--- config.mk ---
export PLATFORM = sky130hd
export DESIGN_NAME = sb_rx_packet_deframer
export DESIGN_NICKNAME = d
export VERILOG_FILES = /design/src/rtl/sb_rx_packet_deframer.sv
export SDC_FILE = /design/constraint.sdc
export NUM_CORES = 1
export LEC_CHECK = 0
export ABC_AREA = 0
export CORE_MARGIN = 2
export CORE_UTILIZATION = 48
export DETAILED_ROUTE_END_ITERATION = 10
export GPL_TIMING_DRIVEN = 0
export PLACE_DENSITY_LB_ADDON = 0.05
export SLEW_MARGIN = 15
export SYNTH_ARGS = -nofsm -noshare
export SYNTH_HDL_FRONTEND = slang
export SYNTH_SLANG_ARGS = --single-unit
--- constraint.sdc ---
create_clock -name sb_clk -period 1.6 [get_ports sb_clk]
set_input_delay 0.32 -clock sb_clk [delete_from_list [all_inputs] [get_ports sb_clk]]
set_output_delay 0.32 -clock sb_clk [all_outputs]
set_load 0.05 [all_outputs]
--- src/rtl/sb_rx_packet_deframer.sv ---
// USB4 sideband receive front end: line synchroniser, 10-bit symbol deserialiser and
// DLE/STX..DLE/ETX deframer with DLE de-stuffing.
module sb_rx_packet_deframer #(
  parameter logic [7:0]  DLE         = 8'hFE,
  parameter logic [7:0]  STX         = 8'h05,
  parameter logic [7:0]  ETX         = 8'h40,
  parameter int unsigned MAX_PAYLOAD = 64,
  parameter int unsigned IDLE_BITS   = 4
) (
  input  logic       sb_clk,
  input  logic       rst,
  input  logic       enable,
  input  logic       sbrx,
  output logic [7:0] rx_byte,
  output logic       rx_byte_valid,
  output logic       rx_sop,
  output logic       rx_eop,
  output logic       rx_frame_err,
  output logic       rx_pkt_err,
  output logic       sbrx_idle
);

  localparam int unsigned CntW  = $clog2(MAX_PAYLOAD + 1);
  localparam int unsigned IdleW = $clog2(IDLE_BITS + 1);

  typedef enum logic [1:0] {SIdle, SData, SStop, SBreak} sym_state_e;
  typedef enum logic [1:0] {PHunt, PHuntDle, PPayload, PPayDle} pkt_state_e;

  // Synchroniser
  logic sync1_q, sbrx_s;

  always_ff @(posedge sb_clk or negedge rst) begin
    if (!rst) begin
      sync1_q <= 1'b1;
      sbrx_s  <= 1'b1;
    end else begin
      sync1_q <= sbrx;
      sbrx_s  <= sync1_q;
    end
  end

  // Idle detector keeps running regardless of enable
  logic [IdleW-1:0] idle_cnt_q, idle_cnt_d;
  logic             sbrx_idle_q;

  always_comb begin
    idle_cnt_d = idle_cnt_q;
    if (!sbrx_s) begin
      idle_cnt_d = '0;
    end else if (idle_cnt_q != IdleW'(IDLE_BITS)) begin
      idle_cnt_d = idle_cnt_q + 1'b1;
    end
  end

  always_ff @(posedge sb_clk or negedge rst) begin
    if (!rst) begin
      idle_cnt_q  <= '0;
      sbrx_idle_q <= 1'b0;
    end else begin
      idle_cnt_q  <= idle_cnt_d;
      sbrx_idle_q <= (idle_cnt_d == IdleW'(IDLE_BITS));
    end
  end

  // Symbol FSM
  sym_state_e sym_state_q, sym_state_d;
  logic [2:0] bit_cnt_q, bit_cnt_d;
  logic [7:0] shift_q, shift_d;
  logic [7:0] sym_byte_q, sym_byte_d;
  logic       sym_valid_q, sym_valid_d;
  logic       frame_err_q, frame_err_d;

  always_comb begin
    sym_state_d = sym_state_q;
    bit_cnt_d   = bit_cnt_q;
    shift_d     = shift_q;
    sym_byte_d  = sym_byte_q;
    sym_valid_d = 1'b0;
    frame_err_d = 1'b0;
    unique case (sym_state_q)
      SIdle: begin
        if (!sbrx_s) begin
          sym_state_d = SData;
          bit_cnt_d   = 3'd0;
        end
      end
      SData: begin
        shift_d = {sbrx_s, shift_q[7:1]};
        if (bit_cnt_q == 3'd7) begin
          sym_state_d = SStop;
        end else begin
          bit_cnt_d = bit_cnt_q + 3'd1;
        end
      end
      SStop: begin
        if (sbrx_s) begin
          sym_valid_d = 1'b1;
          sym_byte_d  = shift_q;
          sym_state_d = SIdle;
        end else begin
          frame_err_d = 1'b1;
          sym_state_d = SBreak;
        end
      end
      SBreak: begin
        if (sbrx_s) sym_state_d = SIdle;
      end
      default: sym_state_d = SIdle;
    endcase
    if (!enable) begin
      sym_state_d = SIdle;
      bit_cnt_d   = 3'd0;
      sym_valid_d = 1'b0;
      frame_err_d = 1'b0;
    end
  end

  always_ff @(posedge sb_clk or negedge rst) begin
    if (!rst) begin
      sym_state_q <= SIdle;
      bit_cnt_q   <= 3'd0;
      shift_q     <= 8'h00;
      sym_byte_q  <= 8'h00;
      sym_valid_q <= 1'b0;
      frame_err_q <= 1'b0;
    end else begin
      sym_state_q <= sym_state_d;
      bit_cnt_q   <= bit_cnt_d;
      shift_q     <= shift_d;
      sym_byte_q  <= sym_byte_d;
      sym_valid_q <= sym_valid_d;
      frame_err_q <= frame_err_d;
    end
  end

  // Packet FSM
  pkt_state_e      pkt_state_q, pkt_state_d;
  logic [CntW-1:0] pay_cnt_q, pay_cnt_d;
  logic            sop_pend_q, sop_pend_d;
  logic [7:0]      rx_byte_q, rx_byte_d;
  logic            valid_q, valid_d;
  logic            sop_q, sop_d;
  logic            eop_q, eop_d;
  logic            pkt_err_q, pkt_err_d;
  logic            emit;
  logic [7:0]      emit_data;

  always_comb begin
    pkt_state_d = pkt_state_q;
    pay_cnt_d   = pay_cnt_q;
    sop_pend_d  = sop_pend_q;
    rx_byte_d   = rx_byte_q;
    valid_d     = 1'b0;
    sop_d       = 1'b0;
    eop_d       = 1'b0;
    pkt_err_d   = 1'b0;
    emit        = 1'b0;
    emit_data   = sym_byte_q;

    if (frame_err_q) begin
      if (pkt_state_q == PPayload || pkt_state_q == PPayDle) pkt_err_d = 1'b1;
      pkt_state_d = PHunt;
    end else if (sym_valid_q) begin
      unique case (pkt_state_q)
        PHunt: begin
          if (sym_byte_q == DLE) pkt_state_d = PHuntDle;
        end
        PHuntDle: begin
          if (sym_byte_q == STX) begin
            pkt_state_d = PPayload;
            pay_cnt_d   = '0;
            sop_pend_d  = 1'b1;
          end else if (sym_byte_q != DLE) begin
            pkt_state_d = PHunt;
          end
        end
        PPayload: begin
          if (sym_byte_q == DLE) pkt_state_d = PPayDle;
          else emit = 1'b1;
        end
        PPayDle: begin
          if (sym_byte_q == DLE) begin
            pkt_state_d = PPayload;
            emit        = 1'b1;
            emit_data   = DLE;
          end else if (sym_byte_q == ETX) begin
            // An empty transaction is a protocol error, not an end of packet
            if (pay_cnt_q != '0) eop_d = 1'b1;
            else pkt_err_d = 1'b1;
            pkt_state_d = PHunt;
          end else if (sym_byte_q == STX) begin
            pkt_err_d   = 1'b1;
            pkt_state_d = PPayload;
            pay_cnt_d   = '0;
            sop_pend_d  = 1'b1;
          end else begin
            pkt_err_d   = 1'b1;
            pkt_state_d = PHunt;
          end
        end
        default: pkt_state_d = PHunt;
      endcase
    end

    if (emit) begin
      if (pay_cnt_q == CntW'(MAX_PAYLOAD)) begin
        pkt_err_d   = 1'b1;
        pkt_state_d = PHunt;
      end else begin
        valid_d    = 1'b1;
        rx_byte_d  = emit_data;
        sop_d      = sop_pend_q;
        sop_pend_d = 1'b0;
        pay_cnt_d  = pay_cnt_q + 1'b1;
      end
    end

    if (!enable) begin
      pkt_state_d = PHunt;
      pay_cnt_d   = '0;
      sop_pend_d  = 1'b0;
      rx_byte_d   = rx_byte_q;
      valid_d     = 1'b0;
      sop_d       = 1'b0;
      eop_d       = 1'b0;
      pkt_err_d   = 1'b0;
    end
  end

  always_ff @(posedge sb_clk or negedge rst) begin
    if (!rst) begin
      pkt_state_q <= PHunt;
      pay_cnt_q   <= '0;
      sop_pend_q  <= 1'b0;
      rx_byte_q   <= 8'h00;
      valid_q     <= 1'b0;
      sop_q       <= 1'b0;
      eop_q       <= 1'b0;
      pkt_err_q   <= 1'b0;
    end else begin
      pkt_state_q <= pkt_state_d;
      pay_cnt_q   <= pay_cnt_d;
      sop_pend_q  <= sop_pend_d;
      rx_byte_q   <= rx_byte_d;
      valid_q     <= valid_d;
      sop_q       <= sop_d;
      eop_q       <= eop_d;
      pkt_err_q   <= pkt_err_d;
    end
  end

  assign rx_byte       = rx_byte_q;
  assign rx_byte_valid = valid_q;
  assign rx_sop        = sop_q;
  assign rx_eop        = eop_q;
  assign rx_frame_err  = frame_err_q;
  assign rx_pkt_err    = pkt_err_q;
  assign sbrx_idle     = sbrx_idle_q;

endmodule

---- Word level (Yosys, flattened, before mapping) ----
Index checks and enable logic that the tools add are counted.
word-level totals
  register bits after elaboration ......... 51
  output and inout port bits .............. 14
  word-level logic and storage cells ...... 130
operators by class
  add/subtract/negate cells ............... 3
  eq/ne operators ......................... 19
  multiplexer cells ....................... 81
  bitwise operators ....................... 1
  reduce and logical (&&, ||, !) cells .... 8
operators by type and width
  cell                                                             number
  7-bit two-way mux                                                8
  1-bit two-way mux                                                41
  2-bit two-way mux                                                17
  8-bit two-way mux                                                4
  2-bit case mux with 4 select lines                               2
  3-bit two-way mux                                                5
  3-bit != test, second input constant                             5
  7-bit case mux with 2 select lines                               1
  3-bit AND reduction                                              3
  2-bit == test, second input constant                             4
  8-bit by 3-bit == test with 1-bit output, second input constant  1
  8-bit by 7-bit == test with 1-bit output, second input constant  1
  8-bit == test, second input constant                             1
  8-bit != test, second input constant                             1
  7-bit by 1-bit adder with 7-bit output, second input constant    1
  7-bit == test, second input constant                             1
  7-bit nonzero test                                               1
  3-bit by 1-bit adder with 3-bit output, second input constant    2
  3-bit == test, second input constant                             2
  3-bit case mux with 2 select lines                               1
  2-bit by 1-bit == test with 1-bit output, second input constant  2
  2-bit logical NOT                                                2
  1-bit case mux with 2 select lines                               2
  3-bit by 1-bit != test with 1-bit output, second input constant  1
  other kinds (3)                                                  3

---- Depth between registers and ports, before layout ----
  depth in word-level cells ............... 10
  mapped depth ............................ 6
  gate-level depth less buffers ........... 6

---- Least setup slack after synthesis ----
OpenSTA, ideal clock, no wires.
  kind .................................... reg2reg
  from .................................... register frame_err_q (netlist: rx_frame_err)
  to ...................................... register rx_byte_q[0] (netlist: rx_byte[0])
  library setup time ...................... 0.125 ns
  data arrival time ....................... 1.938 ns
  data required time ...................... 1.475 ns
  path slack .............................. -0.463 ns
  stages on the path, launching flop included .. 6
  buffers on the path ..................... 0
  cells stage by stage .................... dfrtp_1 > nand3b_1 > nor4_4 > nor2_2 > nor3_4 > mux2_2
on the way
  cells in the longest elaborated chain, start to end .. 2
  elaborated cells between the ends (all ways) .. 3
  classes of those cells .................. 2 x mux; 1 x reduce/logical
RTL lines
  element                        line  text
  from (decl)                    71    logic frame_err_q, frame_err_d;
  from (signal assigned)         132   frame_err_q <= frame_err_d;
  1-bit two-way mux              160   if (frame_err_q) begin
  3-bit AND reduction (no line)  n/a
  to (signal assigned)           244   rx_byte_q <= rx_byte_d;
  to (decl)                      140   logic [7:0] rx_byte_q, rx_byte_d;
Several ways; a longest one is shown, not always the timed one.
A chain may end at the register's enable or synchronous reset.

---- Worst setup path after layout ----
  from .................................... register sym_byte_q[0]
  to ...................................... register rx_byte_q[2] (netlist: rx_byte[2])
on the way
  cells in the longest elaborated chain, start to end .. 6
  elaborated cells between the ends (all ways) .. 11
  classes of those cells .................. 1 x eq/ne; 9 x mux; 1 x reduce/logical
RTL lines
  element                                      line      text
  from (decl)                                  69        logic [7:0] sym_byte_q, sym_byte_d;
  from (signal assigned)                       130       sym_byte_q <= sym_byte_d;
  8-bit == test (*)                            178, 182
  1-bit two-way mux, on equally long branches  182, 178
  1-bit case mux with 2 select lines           164       unique case (pkt_state_q)
  1-bit two-way mux                            163       end else if (sym_valid_q) begin
  1-bit two-way mux                            160
  3-bit AND reduction (no line)                n/a
Mark *: on every way between the ends. The rest lies on a longest branch, timed or not.

==> impl_metrics.tcl <==
set metrics [dict create \
    crit_path_top_delay_cell "dfrtp_2" \
    grt_max_degree 35 \
    ir_drop_mv 0.597 \
    antennaDiodeCount 0 \
    cp_max_fo 10 \
    fin_nets 258 \
    ys.flop_type "dfrtp_1" \
    yosys.area.top_type "dfrtp_1" \
    vias 1733 \
    hold_depth 0 \
    violations "negative setup slack" \
    routed_via_density 5.48 \
    gp_congestion 0.827 \
    cts_tree "built" \
    worst_path_dominant_cell_family "simple AND/OR/NAND/NOR gates" \
    numCtsBuffers 5 \
    powerDensity_mw_per_mm2 797 \
    crit_type "reg2reg" \
    r2r-end "rx_byte[2]" \
    layout_min_cycle_time_ps 1870 \
    endpoint_kind "flop" \
    routed_wl_um 4760 \
    die_h_um 73.9 \
    clk_latency_ps 300 \
    synth_cell_type_count 46 \
    cp-start-kind "flop" \
    hp-start "sync1_q" \
    pre_cts_slack_ps -556 \
    synth_cells 210 \
    coreArea_sq_mm 0.00472 \
    drv_slew 0 \
    drc 0 \
    status "complete, but fails checks" \
    area_delta_synth_final_pct 24.4 \
    antenna_left 0 \
    final_cell_mix "dfrtp_1, nand2_1, mux2_2, buf_4, dlygate4sd2_1" \
    critical_path.max_stage_delay_ps 430 \
    setup_viol 21 \
    clock_sinks 51 \
    avgRoutedWirePerCell_um 15.1 \
    portBuffers 17 \
    clk_pin_slew_ps 100 \
    crit_chain "nand4b_1 -> nor4_4 -> nor2_4 -> nor3_4 -> buf_12 -> mux2_2" \
    reg2reg_slack_ps -270 \
    p_leak_nw 1.40 \
    rows 25 \
    hp-class "reg2reg" \
    r2r_cells 6 \
    hpwl_um 3290 \
    path_buf_inv 1 \
    ys_seq_area_share_pct 54.5 \
    synth_area_leaders "dfrtp_1, mux2_2, nand2_1, ha_1, dfstp_2" \
    ys_ff_latch 51 \
    min_period_over_period_pct 117 \
    max_freq_ghz 0.534 \
    drv_cap 0 \
    synthesis.nets 220 \
    finalHoldViolCount 0 \
    max_slew_margin_pct 63.6 \
    grt_usage_pct 19.2 \
    yosysTopAreaCellShare_pct 52.3 \
    gr-total-overflow 0 \
    worst_slack_ps -272 \
    antenna_found_initial 0 \
    cts_max_level 2 \
    tns_ps -3890 \
    critPathArrivalTime_ps 2060 \
    synth_edf_count 0 \
    cts_root_buf "clkbuf_8" \
    syn_area_per_cell_sq_um 11.2 \
    clock_skew_ps 10.6 \
    drtIter0Drc 161 \
    grt_pass1_vias 1695 \
    reg2reg_from "sym_byte_q[0]" \
    drive_gt1_share_pct 30.1 \
    dieArea_sq_mm 0.00546 \
    synth_warnings 0 \
    final_common_cell "dfrtp_1" \
    io_pins 18 \
    grt_pass1_wl_um 7880 \
    die-width_um 73.9 \
    firstDrtPassIters 4 \
    async_flop_share_pct 100 \
    rsz0062_at_grt "yes" \
    start_util_pct 49.7 \
    clk_path_buf_depth 2 \
    hold_end "sbrx_s" \
    netlist_area_sq_mm 0.00235 \
    tightest_slew_ps 547 \
    critPathRequiredTime_ps 1790 \
]
## synthesized netlist by cell type (3+ instances only)
| library cell | instances |
|---|---|
| a21oi_1 | 4 |
| and3_1 | 5 |
| clkbuf_1 | 6 |
| dfrtp_1 | 49 |
| ha_1 | 6 |
| inv_1 | 10 |
| mux2_2 | 18 |
| nand2_1 | 33 |
| nand2b_1 | 5 |
| nand3_1 | 3 |
| nand3b_1 | 3 |
| nand4_1 | 7 |
| nand4b_1 | 4 |
| nor2_1 | 7 |
| nor3_1 | 3 |
| nor3b_1 | 3 |
| o2111ai_1 | 4 |
| o21ai_0 | 7 |
| o31ai_1 | 3 |
## area by class of cell
class / instances / area [sq um]
fillers: 364 / 1810
flip-flops and latches: 51 / 1290
plain buffers: 4 / 16.3
inverters: 10 / 37.5
clock buffers: 5 / 68.8
clock inverters: 3 / 26.3
repair buffers: 34 / 299
well taps: 67 / 83.8
multi-input cells: 142 / 1100
## power by group
group | switching, mW | internal (mW) | leakage, nW
Sequential | 0.0469 | 1.35 | 0.682
Clock | 0.441 | 0.325 | 0.0495
Combinational | 0.0999 | 0.0635 | 0.671
Total | 0.588 | 1.74 | 1.40
## metal layers
metal | up-vias | wire length, um | global-route usage [%]
li1 | 829 | - | -
met1 | 843 | 2070 | 25.1
met2 | 57 | 2410 | 31.7
met3 | 4 | 218 | 3.29
met4 | 0 | 50 | 7.68
met5 | - | 0 | 0
## worst max path at each step
stage	start	to	cells past startpoint
after floorplan	rx_frame_err	rx_byte[0]	5
after global placement	rst	rx_frame_err	1
after detailed placement	sym_byte_q[0]	rx_byte[3]	5
after CTS	sym_byte_q[0]	rx_byte[2]	6
after global routing	sym_byte_q[0]	rx_byte[7]	6
final	sym_byte_q[0]	rx_byte[2]	6
## stage by stage
stage	hold slack [ps]	instance area, sq um	util, %	power (mW)	std cells
finish	363	2920	61.8	2.32	316
global route	369	2920	61.8	2.44	316
CTS	362	2890	61.3	2.36	317
detailed placement	274	2660	56.2	1.58	295
global placement	348	2640	55.9	1.56	294
floorplan	24.4	2390	-	1.50	210
## what timing repair did
item | in CTS | in global routing
gates resized for setup | 26 | 9
pin swaps | 8 | 4
buffers inserted | 15 | 0
endpoints found under the setup margin | 44 | 24
hold buffers | 1 | 0
endpoints found under the hold margin | 17 | 0
## sequential cells by signal, indices dropped and copies added (netlist names), 2 cells and up
register     cells
rx_byte          8
shift_q          8
sym_byte_q       8
pay_cnt_q        7
bit_cnt_q        3
idle_cnt_q       3
pkt_state_q      2
sym_state_q      2
## logic make-up after synthesis
| family | after synthesis | synth area share, % |
|---|---|---|
| DFF | 51 | 54.5 |
| adders and majority gates | 6 | 3.20 |
| and+or+nand+nor | 89 | 22.1 |
| muxes | 18 | 8.64 |
| xor gates and xnor gates | 1 | 0.373 |
| buffers and inverters | 17 | 2.77 |
| AOI/OAI and AO/OA | 28 | 8.43 |
No activity file was read; power rests on OpenSTA's default activity.
